[src/rtl/boot_loader.sv]
// rtl/boot_loader.sv - byte-stream program image loader for the CPU instruction memory
//
// Receives an image (count byte N, N*4 payload bytes, checksum byte C) on an
// 8-bit valid/ready stream, writes big-endian 32-bit words into a 256-word
// instruction memory, and releases the CPU only once the checksum verifies.
//
// Ports:
//   clk         system clock, rising edge
//   reset       asynchronous active-low reset
//   in_valid    source presents a byte on in_data
//   in_data     stream byte
//   in_ready    loader accepts the byte this cycle
//   start       single-cycle pulse, restarts a load from DONE or ERROR
//   imem_we     instruction memory write strobe (one cycle per word)
//   imem_addr   instruction memory word address
//   imem_wdata  instruction word
//   cpu_run     high releases the CPU
//   done        image loaded and verified
//   error       checksum mismatch or inter-byte timeout
module boot_loader #(
  parameter int unsigned TIMEOUT = 1000
) (
  input  logic        clk,
  input  logic        reset,
  input  logic        in_valid,
  input  logic [7:0]  in_data,
  output logic        in_ready,
  input  logic        start,
  output logic        imem_we,
  output logic [7:0]  imem_addr,
  output logic [31:0] imem_wdata,
  output logic        cpu_run,
  output logic        done,
  output logic        error
);

  localparam int unsigned TW     = (TIMEOUT < 2) ? 1 : $clog2(TIMEOUT + 1);
  localparam logic        TMO_EN = (TIMEOUT != 0);

  typedef enum logic [2:0] {
    S_IDLE,
    S_HDR,
    S_PAYLOAD,
    S_WRITE,
    S_CHECK,
    S_DONE,
    S_ERROR
  } state_t;

  state_t        r_state;
  state_t        w_next;

  logic [7:0]    r_n;       // latched word count byte (0 means 256)
  logic [7:0]    r_sum;     // running modulo-256 checksum
  logic [7:0]    r_addr;    // current word address
  logic [8:0]    r_wcnt;    // words written so far; 9 bits so 256 is representable
  logic [1:0]    r_bcnt;    // byte position within the current word
  logic [31:0]   r_word;    // word assembly shift register
  logic [TW-1:0] r_tmo;     // idle cycles since last accepted byte

  logic          w_accept;
  logic          w_timed_out;
  logic          w_more;
  logic          w_sum_ok;
  logic [7:0]    w_sum_add;
  logic [8:0]    w_nwords;
  logic [8:0]    w_wcnt_inc;

  assign w_accept    = in_valid && in_ready;
  assign w_sum_add   = r_sum + in_data;
  assign w_sum_ok    = (w_sum_add == 8'd0);
  assign w_nwords    = (r_n == 8'd0) ? 9'd256 : {1'b0, r_n};
  assign w_wcnt_inc  = r_wcnt + 9'd1;
  assign w_more      = (w_wcnt_inc < w_nwords);
  assign w_timed_out = TMO_EN && (r_tmo == TW'(TIMEOUT));

  assign imem_addr   = r_addr;
  assign imem_wdata  = r_word;

  always_ff @(posedge clk or negedge reset) begin
    if (!reset) begin
      r_state <= S_IDLE;
    end else begin
      r_state <= w_next;
    end
  end

  // Next-state and state-decoded outputs. Once the idle counter has expired,
  // in_ready is withheld so no byte is consumed on the way to ERROR.
  always_comb begin
    w_next   = r_state;
    in_ready = 1'b0;
    imem_we  = 1'b0;
    done     = 1'b0;
    error    = 1'b0;
    cpu_run  = 1'b0;
    case (r_state)
      S_IDLE: begin
        w_next = S_HDR;
      end
      S_HDR: begin
        in_ready = 1'b1;
        if (in_valid) begin
          w_next = S_PAYLOAD;
        end
      end
      S_PAYLOAD: begin
        if (w_timed_out) begin
          w_next = S_ERROR;
        end else begin
          in_ready = 1'b1;
          if (in_valid && (r_bcnt == 2'd3)) begin
            w_next = S_WRITE;
          end
        end
      end
      S_WRITE: begin
        imem_we = 1'b1;
        w_next  = w_more ? S_PAYLOAD : S_CHECK;
      end
      S_CHECK: begin
        if (w_timed_out) begin
          w_next = S_ERROR;
        end else begin
          in_ready = 1'b1;
          if (in_valid) begin
            w_next = w_sum_ok ? S_DONE : S_ERROR;
          end
        end
      end
      S_DONE: begin
        done    = 1'b1;
        cpu_run = 1'b1;
        if (start) begin
          w_next = S_HDR;
        end
      end
      S_ERROR: begin
        error = 1'b1;
        if (start) begin
          w_next = S_HDR;
        end
      end
      default: begin
        w_next = S_IDLE;
      end
    endcase
  end

  // Datapath: header latch, word assembly, checksum, counters.
  always_ff @(posedge clk or negedge reset) begin
    if (!reset) begin
      r_n    <= 8'd0;
      r_sum  <= 8'd0;
      r_addr <= 8'd0;
      r_wcnt <= 9'd0;
      r_bcnt <= 2'd0;
      r_word <= 32'd0;
      r_tmo  <= '0;
    end else begin
      case (r_state)
        S_HDR: begin
          r_tmo <= '0;
          if (w_accept) begin
            r_n    <= in_data;
            r_sum  <= in_data;
            r_addr <= 8'd0;
            r_wcnt <= 9'd0;
            r_bcnt <= 2'd0;
          end
        end
        S_PAYLOAD: begin
          if (w_accept) begin
            r_word <= {r_word[23:0], in_data};
            r_sum  <= w_sum_add;
            r_bcnt <= r_bcnt + 2'd1;
            r_tmo  <= '0;
          end else if (TMO_EN && !w_timed_out) begin
            r_tmo <= r_tmo + TW'(1);
          end
        end
        S_WRITE: begin
          r_wcnt <= w_wcnt_inc;
          // Address only advances when another word follows, so with N=0
          // it stops at 255 instead of wrapping back to 0.
          if (w_more) begin
            r_addr <= r_addr + 8'd1;
            r_tmo  <= '0;
          end
        end
        S_CHECK: begin
          if (w_accept) begin
            r_sum <= w_sum_add;
            r_tmo <= '0;
          end else if (TMO_EN && !w_timed_out) begin
            r_tmo <= r_tmo + TW'(1);
          end
        end
        default: begin
        end
      endcase
    end
  end

endmodule

[config.mk]
export PLATFORM = sky130hd
export DESIGN_NAME = boot_loader
export DESIGN_NICKNAME = d
export VERILOG_FILES = /design/src/rtl/boot_loader.sv
export SDC_FILE = /design/constraint.sdc
export NUM_CORES = 1
export LEC_CHECK = 0
export BUFFER_PORTS_ARGS = -buffer_cell sky130_fd_sc_hd__buf_4
export CAP_MARGIN = 10
export CORE_UTILIZATION = 48
export CTS_BUF_LIST = sky130_fd_sc_hd__clkbuf_8
export DETAILED_ROUTE_END_ITERATION = 10
export PLACE_DENSITY = 0.68
export SYNTH_ARGS = -nofsm -noshare
export SYNTH_HDL_FRONTEND = slang
export SYNTH_SLANG_ARGS = --single-unit
[constraint.sdc]
create_clock -name clk -period 3.5 [get_ports clk]
set_input_delay 0.7 -clock clk [delete_from_list [all_inputs] [get_ports clk]]
set_output_delay 0.7 -clock clk [all_outputs]
set_load 0.03 [all_outputs]
# Yosys cells after proc, flatten, opt, wreduce, memory -nomap -nowiden
# Cells that the tools add are included.
dict set report totals {
  inputBits 12
  out_inout_bits 45
  ff_bits 80
  word_cells 80
}
dict set report op_classes {
  n_reduce_logical 19
  addsub 5
  eq_ne 17
  order_cmp 1
  n_mux 30
}
# operator count
set ops {}
lappend ops {{2-to-1 mux 8 bit} 4}
lappend ops {{one-hot mux 8 bit (2 select lines)} 2}
lappend ops {{2-to-1 mux 10 bit} 3}
lappend ops {{one-hot mux 10 bit (3 select lines)} 1}
lappend ops {{2-to-1 mux 3 bit} 7}
lappend ops {{2-to-1 mux 9 bit} 2}
lappend ops {{one-hot mux 3 bit (6 select lines)} 1}
lappend ops {{one-hot mux 9 bit (2 select lines)} 1}
lappend ops {{zero test 8 bit} 2}
lappend ops {{AND reduction 3 bit} 4}
lappend ops {{adder 10 x 1 -> 10 bit, second input constant} 1}
lappend ops {{equality test 10 bit, second input constant} 1}
lappend ops {{adder 9 x 1 -> 9 bit, second input constant} 1}
lappend ops {{equality test 3 bit, second input constant} 3}
lappend ops {{less-than comparator 9 bit} 1}
lappend ops {{!= test 3 bit, second input constant} 3}
lappend ops {{adder 8 x 1 -> 8 bit, second input constant} 1}
lappend ops {{adder 8 bit} 1}
lappend ops {{!= test 2 bit, second input constant} 4}
lappend ops {{equality test 3 x 2 -> 1 bit, second input constant} 2}
lappend ops {{2-to-1 mux 2 bit} 3}
lappend ops {{AND reduction 2 bit} 3}
lappend ops {{nonzero test 2 bit} 3}
lappend ops {{2-to-1 mux 1 bit} 4}
lappend ops {{other kinds (11)} 14}

# Longest topological paths before layout
# Gate-level depths: netlist of run 1.
dict set report logic_depth {
  ltp_word 6
  mapped_depth 11
  mapped_depth_nobuf 11
}

# Least setup slack after synthesis of run 1
# Ideal clock, no wire load.
dict set report synth_path {
  path_kind {reg-to-reg}
  start {register r_wcnt[0]}
  end {register r_addr[7], in the netlist imem_addr[7]}
  stages_incl_launch_ff 12
  n_path_buf 0
  arrival_time_ns 2.529
  setup_slack_ns 0.893
  required_ns 3.422
  synth_period_minus_slack_ns 2.607
  setup_ns 0.078
  path_cell_list {dfrtp_1 > ha_1 > and3_1 > nand3_1 > xnor2_1 > ha_1 > a21oi_1 > o21ai_0 > a21oi_2 > nand3_2 > or4_1 > a21oi_1}
}
dict set report synth_via {
  elab_chain_len 4
}
# element line_no
set synth_lines {}
lappend synth_lines {{start, declared} 56} ;# logic [8:0] r_wcnt;
lappend synth_lines {{start signal, assigned} 183} ;# r_wcnt <= w_wcnt_inc;
lappend synth_lines {{adder 9 x 1 -> 9 bit} 73} ;# assign w_wcnt_inc = r_wcnt + 9'd1;
lappend synth_lines {{less-than comparator 9 bit} 74} ;# assign w_more = (w_wcnt_inc < w_nwords);
lappend synth_lines {{!= test 2 bit (no source line)} -}
lappend synth_lines {{AND reduction 3 bit (no source line)} -}
lappend synth_lines {{end signal, assigned} 187} ;# r_addr <= r_addr + 8'd1;
lappend synth_lines {{end, declared} 55} ;# logic [7:0] r_addr;
# Every way passes these cells.
# A chain may end at the register's enable or synchronous reset.

# Worst setup path in the final report of run 1
# Ends and elaborated chain as after synthesis.

==> impl_metrics.json, run 1 <==
{
  "cp-end-kind": "flip-flop",
  "grt-ovfl-total": 0,
  "h-tree-depth": 3,
  "top_usage_layer": "met2",
  "grt.total_usage_pct": 20.52,
  "cp_cell_sequence": "ha_1 -> and3_1 -> nand3_1 -> xnor2_1 -> ha_1 -> a21oi_1 -> o21ai_0 -> a21oi_2 -> nand3_2 -> or4_1 -> a21oi_1",
  "cts_hold_buf": 0,
  "cts.clk_slew.worst_paths_ns": 0.09,
  "synth_area_um2": 4285,
  "grt_pass1_vias": 3090,
  "rr_endpoint": "imem_addr[7]$_DFFE_PN0P_",
  "drcViolationCount": 0,
  "vias": 3263,
  "r2r_slack_ns": 0.62,
  "ant_nets": 0,
  "grt_util_met2_pct": 32.86,
  "cts_tree": "yes",
  "die_x_um": 96.49,
  "critPathTopFamily": "simple AND/OR/NAND/NOR gates",
  "skew_ns": 0.008792,
  "crit_path_top_delay_cell": "or4_1",
  "cp.required_ns": 3.78,
  "die_area_um2": 9309,
  "grt_max_degree": 81,
  "synth_cell_types": 58,
  "max_freq_mhz": 346.7,
  "antenna_found_initial": 0,
  "cts_num_sinks": 80,
  "syn_area_per_cell_um2": 10.45,
  "tns_ns": 0,
  "num_rows": 34,
  "seqCellArea_um2": 2002,
  "tightest_slew_ns": 1.020,
  "start_util_pct": 49.38,
  "n_fill_cell": 770,
  "slew-limit-headroom_pct": 32.02,
  "dp.cells": 561,
  "ys_ff_latch": 80,
  "gp_congestion": 0.8239,
  "critPathLaunchType": "flip-flop",
  "max_stage_delay_ns": 0.54,
  "pwr_density_cell_nw_per_um2": 942.2,
  "instances_no_fill": 577,
  "hold_viol": 0,
  "wl_per_cell_um": 15.20,
  "cp_max_fo": 10,
  "rsz0062_at_grt": "no",
  "holdCritPathClass": "primary input to asynchronous set/reset pin",
  "drv_cap": 0,
  "drive_gt1_share_pct": 26.44,
  "drv_slew": 0,
  "final_nets": 497,
  "outcome": "finished clean",
  "cts-resized-gates": 0,
  "synth_nets": 443,
  "drtPass1Iterations": 4,
  "cp_data_arrival_time_ns": 3.16,
  "syn_inst": 410,
  "cts_setup_buffers": 0,
  "async_flop_share_pct": 100.0,
  "clk_latency_ns": 0.35,
  "fin_crit_ns": 2.884,
  "syn_to_final_growth_pct": 15.56,
  "path_buf_inv": 0,
  "ys_seq_area_share_pct": 46.72,
  "diodes": 0,
  "multi_input_area_um2": 2113,
  "reg2regPathDepth": 11,
  "core_area_um2": 8678,
  "grt_pass1_wl_mm": 14.57,
  "setup_viol": 0,
  "drtIter0Drc": 118,
  "ys_warn_count": 0,
  "met3_usage_pct": 3.599,
  "routed_via_density": 5.655,
  "clockBufferDepth": 2,
  "met1_usage_pct": 27.48,
  "cts-root-buf": "clkbuf_8",
  "cts_buffers": 9,
  "crit_type": "flip-flop to flip-flop",
  "routed_wl_mm": 8.773,
  "die_h_um": 96.49,
  "io_buffers": 56,
  "synth_edf_count": 0,
  "ys.flop_type": "dfrtp_1",
  "p_leak_nw": 2.311,
  "fin_crit_sh_pct": 82.40,
  "io_pins": 57,
  "hpwlAfterDp_mm": 6.276,
  "ir_drop_mv": 0.5518,
  "r2r-start": "r_wcnt[0]$_DFFE_PN0P_"
}
==> worst reg2reg max path: stages, from the launching register on <==
cell     delay (ns)
dfrtp_1        0.43
ha_1           0.22
and3_1         0.22
nand3_1        0.11
xnor2_1        0.20
ha_1           0.29
a21oi_1        0.13
o21ai_0        0.11
a21oi_2        0.21
nand3_2        0.20
or4_1          0.54
a21oi_1        0.16
==> worst max path at each step <==
stage | slack (ns) | endpoint | from | cells past startpoint
after global routing | 0.26 | imem_addr[7]$_DFFE_PN0P_ | r_wcnt[0]$_DFFE_PN0P_ | 11
after CTS | 0.60 | imem_addr[7]$_DFFE_PN0P_ | r_wcnt[0]$_DFFE_PN0P_ | 11
after floorplan | 0.89 | imem_addr[7]$_DFFE_PN0P_ | r_wcnt[0]$_DFFE_PN0P_ | 11
after detailed placement | 0.63 | imem_addr[5]$_DFFE_PN0P_ | r_wcnt[0]$_DFFE_PN0P_ | 11
after global placement | 0.76 | imem_addr[5]$_DFFE_PN0P_ | r_wcnt[0]$_DFFE_PN0P_ | 11
final | 0.62 | imem_addr[7]$_DFFE_PN0P_ | r_wcnt[0]$_DFFE_PN0P_ | 11
==> Yosys cell counts, types with 5 or more instances <==
| master | number | area share, % |
|---|---|---|
| ha_1 | 20 | 5.8 |
| a21oi_1 | 14 | 1.6 |
| mux2i_1 | 10 | 2.3 |
| nor2_1 | 13 | 1.1 |
| nand3_1 | 26 | 3.0 |
| mux2_2 | 32 | 8.4 |
| dfrtp_1 | 80 | 47 |
| nor3_1 | 7 | 0.82 |
| xnor2_1 | 7 | 1.4 |
| o21ai_0 | 28 | 3.3 |
| clkbuf_1 | 7 | 0.61 |
| o31ai_1 | 5 | 0.88 |
| xor2_1 | 9 | 1.8 |
| and3_1 | 5 | 0.73 |
| nand2_1 | 54 | 4.7 |
| inv_1 | 14 | 1.2 |
==> layout by cell type (no fill, tap or decap), types with 5 or more instances in the layout <==
cell type / count
o21ai_0: 28
nor2_1: 13
xnor2_1: 7
o31ai_1: 5
xor2_1: 9
nor3_1: 7
ha_1: 20
nand3_1: 26
dfrtp_1: 80
buf_4: 59
mux2_2: 32
inv_1: 15
a21oi_1: 14
clkbuf_8: 9
nand2_1: 54
mux2i_1: 10
and3_1: 5
==> sequential cells by signal, summed over array words and instances, names as in the netlist <==
name        cells
r_state         3
imem_wdata     32
r_n             8
r_sum           8
r_wcnt          9
r_tmo          10
imem_addr       8
r_bcnt          2
==> cell families (layout without fill, tap and decap cells) <==
kind of cell	after synthesis	count (layout)	share of synthesized area (%)
muxes	42	42	10.74
adders and majority gates	21	21	6.307
and+or+nand+nor	139	139	16.90
xor gates and xnor gates	16	16	3.270
AOI/OAI and AO/OA	79	79	12.09
buffers and inverters	33	92	3.971
DFF	80	80	46.72
==> per-stage QoR <==
stage	hold slack, ns	utilization (%)	setup slack [ns]	power (mW)	area [um2]
3_5_place_dp	0.4848	54.82	0.6313	4.011	4757
4_1_cts	0.4997	57.06	0.6013	4.699	4952
2_1_floorplan	0.4044	-	0.8931	3.210	4285
5_1_grt	0.5360	57.06	0.2571	5.033	4952
6_report	0.4983	57.06	0.6159	4.666	4952
3_3_place_gp	0.4717	54.82	0.7597	3.924	4757
==> layer usage <==
layer	up-vias	wire, um
li1	1570	-
met1	1610	4041
met2	69	4292
met3	14	291
met4	0	148
met5	-	0
==> final cells by class <==
class	count	share of cell area, %
clock buffers	9	2.501
clock inverters	7	1.440
inverters	17	1.289
multi-input cells	297	42.67
flip-flops and latches	80	40.42
well taps	108	2.729
repair buffers	59	8.944
==> power breakdown <==
group / total, mW / switching, mW / internal [mW] / leakage, nW
Sequential: 1.59 / 0.308 / 1.28 / 1.02
Clock: 0.684 / 0.355 / 0.330 / 0.0970
Combinational: 2.39 / 1.43 / 0.962 / 1.19
Total: 4.67 / 2.09 / 2.57 / 2.31
No activity file was read; power rests on OpenSTA's default activity.
==> run 2: changes to the inputs <==
--- a/config.mk
+++ b/config.mk
@@ -5,6 +5,7 @@
 export SDC_FILE = /design/constraint.sdc
 export NUM_CORES = 1
 export LEC_CHECK = 0
+export ABC_AREA = 1
 export BUFFER_PORTS_ARGS = -buffer_cell sky130_fd_sc_hd__buf_4
 export CAP_MARGIN = 10
 export CORE_UTILIZATION = 48
==> constraint.sdc (replaced) <==
create_clock -name clk -period 2.86 [get_ports clk]
set_input_delay 0.572 -clock clk [delete_from_list [all_inputs] [get_ports clk]]
set_output_delay 0.572 -clock clk [all_outputs]
set_load 0.03 [all_outputs]
==> impl_metrics.json, run 2 <==
{
  "outcome": "complete, but fails checks",
  "violations": "design-rule violations",
  "drcViolationCount": 10,
  "synth_edf_count": 0,
  "cp.depth": 16,
  "cp_cell_sequence": "ha_2 -> nand2_1 -> inv_1 -> nand2_1 -> nor3_2 -> nand2_1 -> xor2_2 -> ha_4 -> a21oi_2 -> o21ai_2 -> a21oi_1 -> nand2_1 -> nand2_2 -> nand3_4 -> inv_6 -> o21ai_0",
  "final_cell_mix": "nand2_1 (218), dfrtp_1 (80), buf_4 (61)",
  "syn_inst": 559,
  "ys_ff_latch": 80,
  "cts_hold_buf": 0,
  "grt.total_usage_pct": 21.15,
  "yosysTopAreaCell": "dfrtp_1",
  "start_util_pct": 49.99,
  "wl_per_cell_um": 13.03,
  "die_h_um": 97.76,
  "synth_cell_types": 40,
  "tns_ns": 0,
  "ys_seq_area_share_pct": 45.48,
  "ir_drop_mv": 0.5339,
  "clockBufferDepth": 2,
  "tightest_slew_ns": 0.9907,
  "max_freq_mhz": 373.6,
  "p_leak_nw": 2.745,
  "antenna_found_initial": 0,
  "syn_area_per_cell_um2": 7.874,
  "vias": 3722,
  "synthTopCellsByCount": "nand2_1 (221), dfrtp_1 (80), inv_1 (52)",
  "cts.clk_slew.worst_paths_ns": 0.10,
  "routed_via_density": 5.078,
  "io_pins": 57,
  "synth_nets": 592,
  "path_buf_inv": 2,
  "die_x_um": 97.76,
  "slew-limit-headroom_pct": 33.95,
  "largest_reg_flops": 32,
  "async_flop_share_pct": 100.0,
  "cts-root-buf": "clkbuf_8",
  "io_buffers": 56,
  "drtIter0Drc": 148,
  "grt-ovfl-total": 0,
  "cp_data_arrival_time_ns": 2.92,
  "diodes": 0,
  "core_area_um2": 8806,
  "cp_max_fo": 6,
  "routed_wl_mm": 9.554,
  "placed_cell_area_um2": 4872,
  "cp.required_ns": 3.10,
  "crit_type": "flip-flop to flip-flop",
  "hold_viol": 0,
  "ys.flop_type": "dfrtp_1",
  "skew_ns": 0.01497,
  "cts_num_sinks": 80,
  "synth.area.top_cells": "dfrtp_1 (45%), nand2_1 (19%), ha_1 (5.7%)",
  "synth_area_um2": 4402,
  "n_fill_cell": 831,
  "ant_nets": 0,
  "grt_pass1_vias": 3595,
  "holdCritPathClass": "primary input to asynchronous set/reset pin",
  "die_area_um2": 9557,
  "cpMostUsedCell": "nand2_1",
  "grt_pass1_wl_mm": 16.18,
  "final_common_cell": "nand2_1",
  "fin_crit_ns": 2.677,
  "final_nets": 653,
  "max_stage_delay_ns": 0.41,
  "critPathLaunchType": "flip-flop",
  "grt_max_degree": 81,
  "critPathTopFamily": "simple AND/OR/NAND/NOR gates",
  "fin_util_pct": 58.74,
  "clk_latency_ns": 0.36,
  "fin_crit_sh_pct": 93.59,
  "drive_gt1_share_pct": 18.56,
  "h-tree-depth": 3,
  "hpwlAfterDp_mm": 6.679,
  "instances_no_fill": 733,
  "setup_viol": 0,
  "reg2regPathDepth": 16,
  "cp-end-kind": "flip-flop",
  "synth_top_area_share_pct": 45.48,
  "final_cell_area_um2": 5172,
  "gp_congestion": 0.8813,
  "drv_cap": 0,
  "num_rows": 34,
  "dp.cells": 713,
  "ys_warn_count": 0,
  "drtPass1Iterations": 8,
  "crit_path_top_delay_cell": "dfrtp_1",
  "pwr_density_cell_nw_per_um2": 1123,
  "syn_to_final_growth_pct": 17.51,
  "drv_slew": 0,
  "cts_tree": "yes",
  "post-synth-top-count-cell": "nand2_1",
  "cts_buffers": 9
}
## run 2: cell types whose count changed after synthesis, sizes merged, moves of 5 or more
cell and delta:
and3 -5, clkbuf -6, inv +43, mux2 -32, mux2i -10, nand2 +170, nand3 -6, nor2 +24
nor3 +5, o21ai +11, xnor2 -6, xor2 +5
## run 2: area by class of cell
type                            count  area [um2]  share of cell area [%]
Clock inverter                      7       86.33                   1.669
Clock buffer                        9       123.9                   2.395
Inverter                           61       240.2                   4.644
Multi-Input combinational cell    406        2122                   41.03
Timing Repair inverter              1       5.005                 0.09676
Timing Repair Buffer               61       457.9                   8.853
Tap cell                          108       135.1                   2.612
Sequential cell                    80        2002                   38.70
## run 2: where the power goes
part / switching [mW] / internal (mW) / leakage [nW]
Combinational: 2.02 / 1.03 / 1.59
Clock: 0.478 / 0.425 / 0.105
Sequential: 0.306 / 1.54 / 1.05
## run 2: cells by family (layout without fill, tap and decap cells)
family                   Yosys count  count (layout)  share of synthesized area [%]
AND/OR/NAND/NOR                  304             304                          29.22
XOR/XNOR                          15              15                          2.985
buffers and inverters             73             139                          7.618
adder cells (fa/ha/maj)           21              21                          6.140
flip-flops                        80              80                          45.48
AO/OA/AOI/OAI                     66              66                          8.556
## run 2: worst paths after layout
| path | start | end | slack (ns) |
|---|---|---|---|
| min | reset | imem_addr[5]$_DFFE_PN0P_ | 0.37 |
| min reg2reg | imem_wdata[29]$_DFFE_PN0P_ | imem_wdata[29]$_DFFE_PN0P_ | 0.48 |
| min in group clk | in_data[4] | imem_wdata[4]$_DFFE_PN0P_ | 0.45 |
| max | r_wcnt[0]$_DFFE_PN0P_ | r_tmo[2]$_DFFE_PN0P_ | 0.18 |
| max reg2reg | r_wcnt[0]$_DFFE_PN0P_ | r_tmo[2]$_DFFE_PN0P_ | 0.18 |
| max in group asynchronous | reset | r_sum[5]$_DFFE_PN0P_ | 1.86 |
## run 2: through the flow
stage	hold slack (ns)	setup slack, ns	power, mW
finish	0.3709	0.1832	5.808
global route	0.4487	-0.02103	6.295
CTS	0.4160	0.08572	5.716
detailed placement	0.4596	-0.04101	4.800
global placement	0.4546	0.1794	4.713
floorplan	0.2764	0.4817	3.975
## run 2: what timing repair did
item / in CTS / in global routing
gates resized for setup: 1 / 15
pin swaps: 0 / 6
hold endpoints to repair: 0 / 0
buffers inserted: 0 / 3
setup endpoints to repair: 4 / 19
cloned: 0 / 1
## run 2: per-layer routing
metal  part of all wire, %  routed length, um  GRT usage, %
met2                    49               4674         35.02
met5                     0                  0             0
met3                   3.5                332         4.223
met4                   1.6                155         7.110
met1                    46               4392         27.89
==> run 3: changes to the inputs <==
--- a/config.mk
+++ b/config.mk
@@ -11,7 +11,7 @@
 export CORE_UTILIZATION = 48
 export CTS_BUF_LIST = sky130_fd_sc_hd__clkbuf_8
 export DETAILED_ROUTE_END_ITERATION = 10
-export PLACE_DENSITY = 0.68
+export PLACE_DENSITY_LB_ADDON = 0.25
 export SYNTH_ARGS = -nofsm -noshare
 export SYNTH_HDL_FRONTEND = slang
 export SYNTH_SLANG_ARGS = --single-unit
==> impl_metrics.json, run 3 (synthesized netlist as in run 2, its figures left out) <==
{
  "crit_type": "flip-flop to flip-flop",
  "drive_gt1_share_pct": 17.01,
  "fin_crit_ns": 2.642,
  "diodes": 0,
  "setup_viol": 0,
  "grt_util_met2_pct": 34.10,
  "met1_usage_pct": 26.74,
  "cp_max_fo": 8,
  "tightest_slew_ns": 0.6767,
  "violations": "design-rule violations",
  "final_common_cell": "nand2_1",
  "hpwlAfterDp_mm": 6.678,
  "cts_tree": "yes",
  "tns_ns": 0,
  "h-tree-depth": 3,
  "grt_pass1_vias": 3549,
  "met3_usage_pct": 3.364,
  "die_area_um2": 9557,
  "slew-limit-headroom_pct": 54.84,
  "die_x_um": 97.76,
  "io_pins": 57,
  "num_rows": 34,
  "cp.required_ns": 3.11,
  "path_buf_inv": 2,
  "routed_wl_mm": 9.191,
  "drv_slew": 0,
  "power_frac_seq_pct": 31.9,
  "seqCellArea_um2": 2002,
  "switching_share_pct": 47.23,
  "cts.clk_slew.worst_paths_ns": 0.10,
  "cts_buffers": 9,
  "drcViolationCount": 10,
  "max_freq_mhz": 378.4,
  "fin_crit_sh_pct": 92.39,
  "core_area_um2": 8806,
  "outcome": "complete, but fails checks",
  "holdCritPathClass": "primary input to asynchronous set/reset pin",
  "critPathTopFamily": "simple AND/OR/NAND/NOR gates",
  "clockBufferDepth": 2,
  "start_util_pct": 49.99,
  "ant_nets": 0,
  "largest_reg_flops": 32,
  "io_buffers": 56,
  "antenna_found_initial": 0,
  "placed_cell_area_um2": 4892,
  "drtPass1Iterations": 7,
  "gp_congestion": 0.9128,
  "rsz0062_at_grt": "yes",
  "max_stage_delay_ns": 0.39,
  "critPathLaunchType": "flip-flop",
  "syn_to_final_growth_pct": 16.94,
  "cts_num_sinks": 80,
  "pwr_density_cell_nw_per_um2": 1120,
  "cp-end-kind": "flip-flop",
  "final_cell_area_um2": 5147,
  "p_leak_nw": 2.749,
  "cp_cell_sequence": "ha_1 -> nand2_1 -> inv_1 -> nand2_1 -> nor3_2 -> nand2_1 -> xor2_1 -> ha_1 -> a21oi_1 -> o21ai_0 -> a21oi_1 -> nand2_1 -> nand2_2 -> nand2_4 -> buf_4 -> nand2_1 -> o21ai_2",
  "dp.cells": 714,
  "skew_ns": 0.01835,
  "drv_cap": 0,
  "final_nets": 651,
  "setup_ws_ns": 0.2176,
  "multi_input_area_um2": 2079,
  "wl_per_cell_um": 12.57,
  "hold_viol": 0,
  "grt-ovfl-total": 0,
  "instances_no_fill": 731,
  "p_sw_mw": 2.724,
  "drtIter0Drc": 161,
  "final_cell_mix": "nand2_1 (219), dfrtp_1 (80), buf_4 (59)",
  "grt_max_degree": 51,
  "n_fill_cell": 816,
  "routed_via_density": 5.063,
  "grt_pass1_wl_mm": 15.71,
  "grt.total_usage_pct": 20.46,
  "p_int_mw": 3.044,
  "cts-root-buf": "clkbuf_8",
  "crit_path_top_delay_cell": "dfrtp_1",
  "top_usage_layer": "met2",
  "die_h_um": 97.76,
  "power_frac_clock_pct": 16.8,
  "vias": 3701,
  "pwr-share-comb_pct": 51.3,
  "cpMostUsedCell": "nand2_1",
  "dpl_worst_slack_ns": -0.02283,
  "cp_data_arrival_time_ns": 2.90,
  "ir_drop_mv": 0.5733,
  "clk_latency_ns": 0.37,
  "fin_util_pct": 58.45
}
run 3: what timing repair did:
item | CTS | global route
endpoints found under the hold margin | 0 | 0
endpoints found under the setup margin | 5 | 19
gates resized for setup | 1 | 4
hold buffers | 0 | 0
setup buffers | 0 | 1
run 3: cell type report:
cell class | instances | share of cell area (%)
sequential | 80 | 38.89
clock buffer | 9 | 2.406
inverter | 61 | 4.618
multi-input combinational | 406 | 40.40
tap | 108 | 2.625
clock inverter | 7 | 2.066
timing repair buffer | 60 | 8.994
run 3: metal layers:
| metal | vias up | share of wire [%] |
|---|---|---|
| met2 | 54 | 48 |
| met3 | 13 | 2.9 |
| met5 | - | 0 |
| li1 | 1889 | - |
| met4 | 0 | 1.5 |
| met1 | 1745 | 48 |
run 3: power by group through the flow:
stage	sequential [mW]	clock (mW)	combinational, mW
after global routing	1.90	1.03	3.31
after detailed placement	1.86	0	2.94
final	1.84	0.967	2.96
after floorplan	2.22	0	1.75
after CTS	1.84	0.991	2.95
after global placement	1.85	0	2.87
run 3: metrics by stage:
step                      total power, mW  hold slack [ns]
after detailed placement            4.801           0.4602
after CTS                           5.788           0.2517
after floorplan                     3.975           0.2764
after global routing                6.245           0.2863
after global placement              4.716           0.4550
final                               5.768           0.2438
run 3: worst paths after layout:
path / from / endpoint / slack [ns] / cells after the start
min: reset / r_n[2]$_DFFE_PN0P_ / 0.24 / 1
min in group clk: in_data[2] / imem_wdata[2]$_DFFE_PN0P_ / 0.45 / 3
max: r_wcnt[0]$_DFFE_PN0P_ / imem_addr[6]$_DFFE_PN0P_ / 0.22 / 17
max reg2reg: r_wcnt[0]$_DFFE_PN0P_ / imem_addr[6]$_DFFE_PN0P_ / 0.22 / 17
min reg2reg: imem_wdata[30]$_DFFE_PN0P_ / imem_wdata[30]$_DFFE_PN0P_ / 0.48 / 2
max in group asynchronous: reset / r_wcnt[6]$_DFFE_PN0P_ / 2.04 / 2
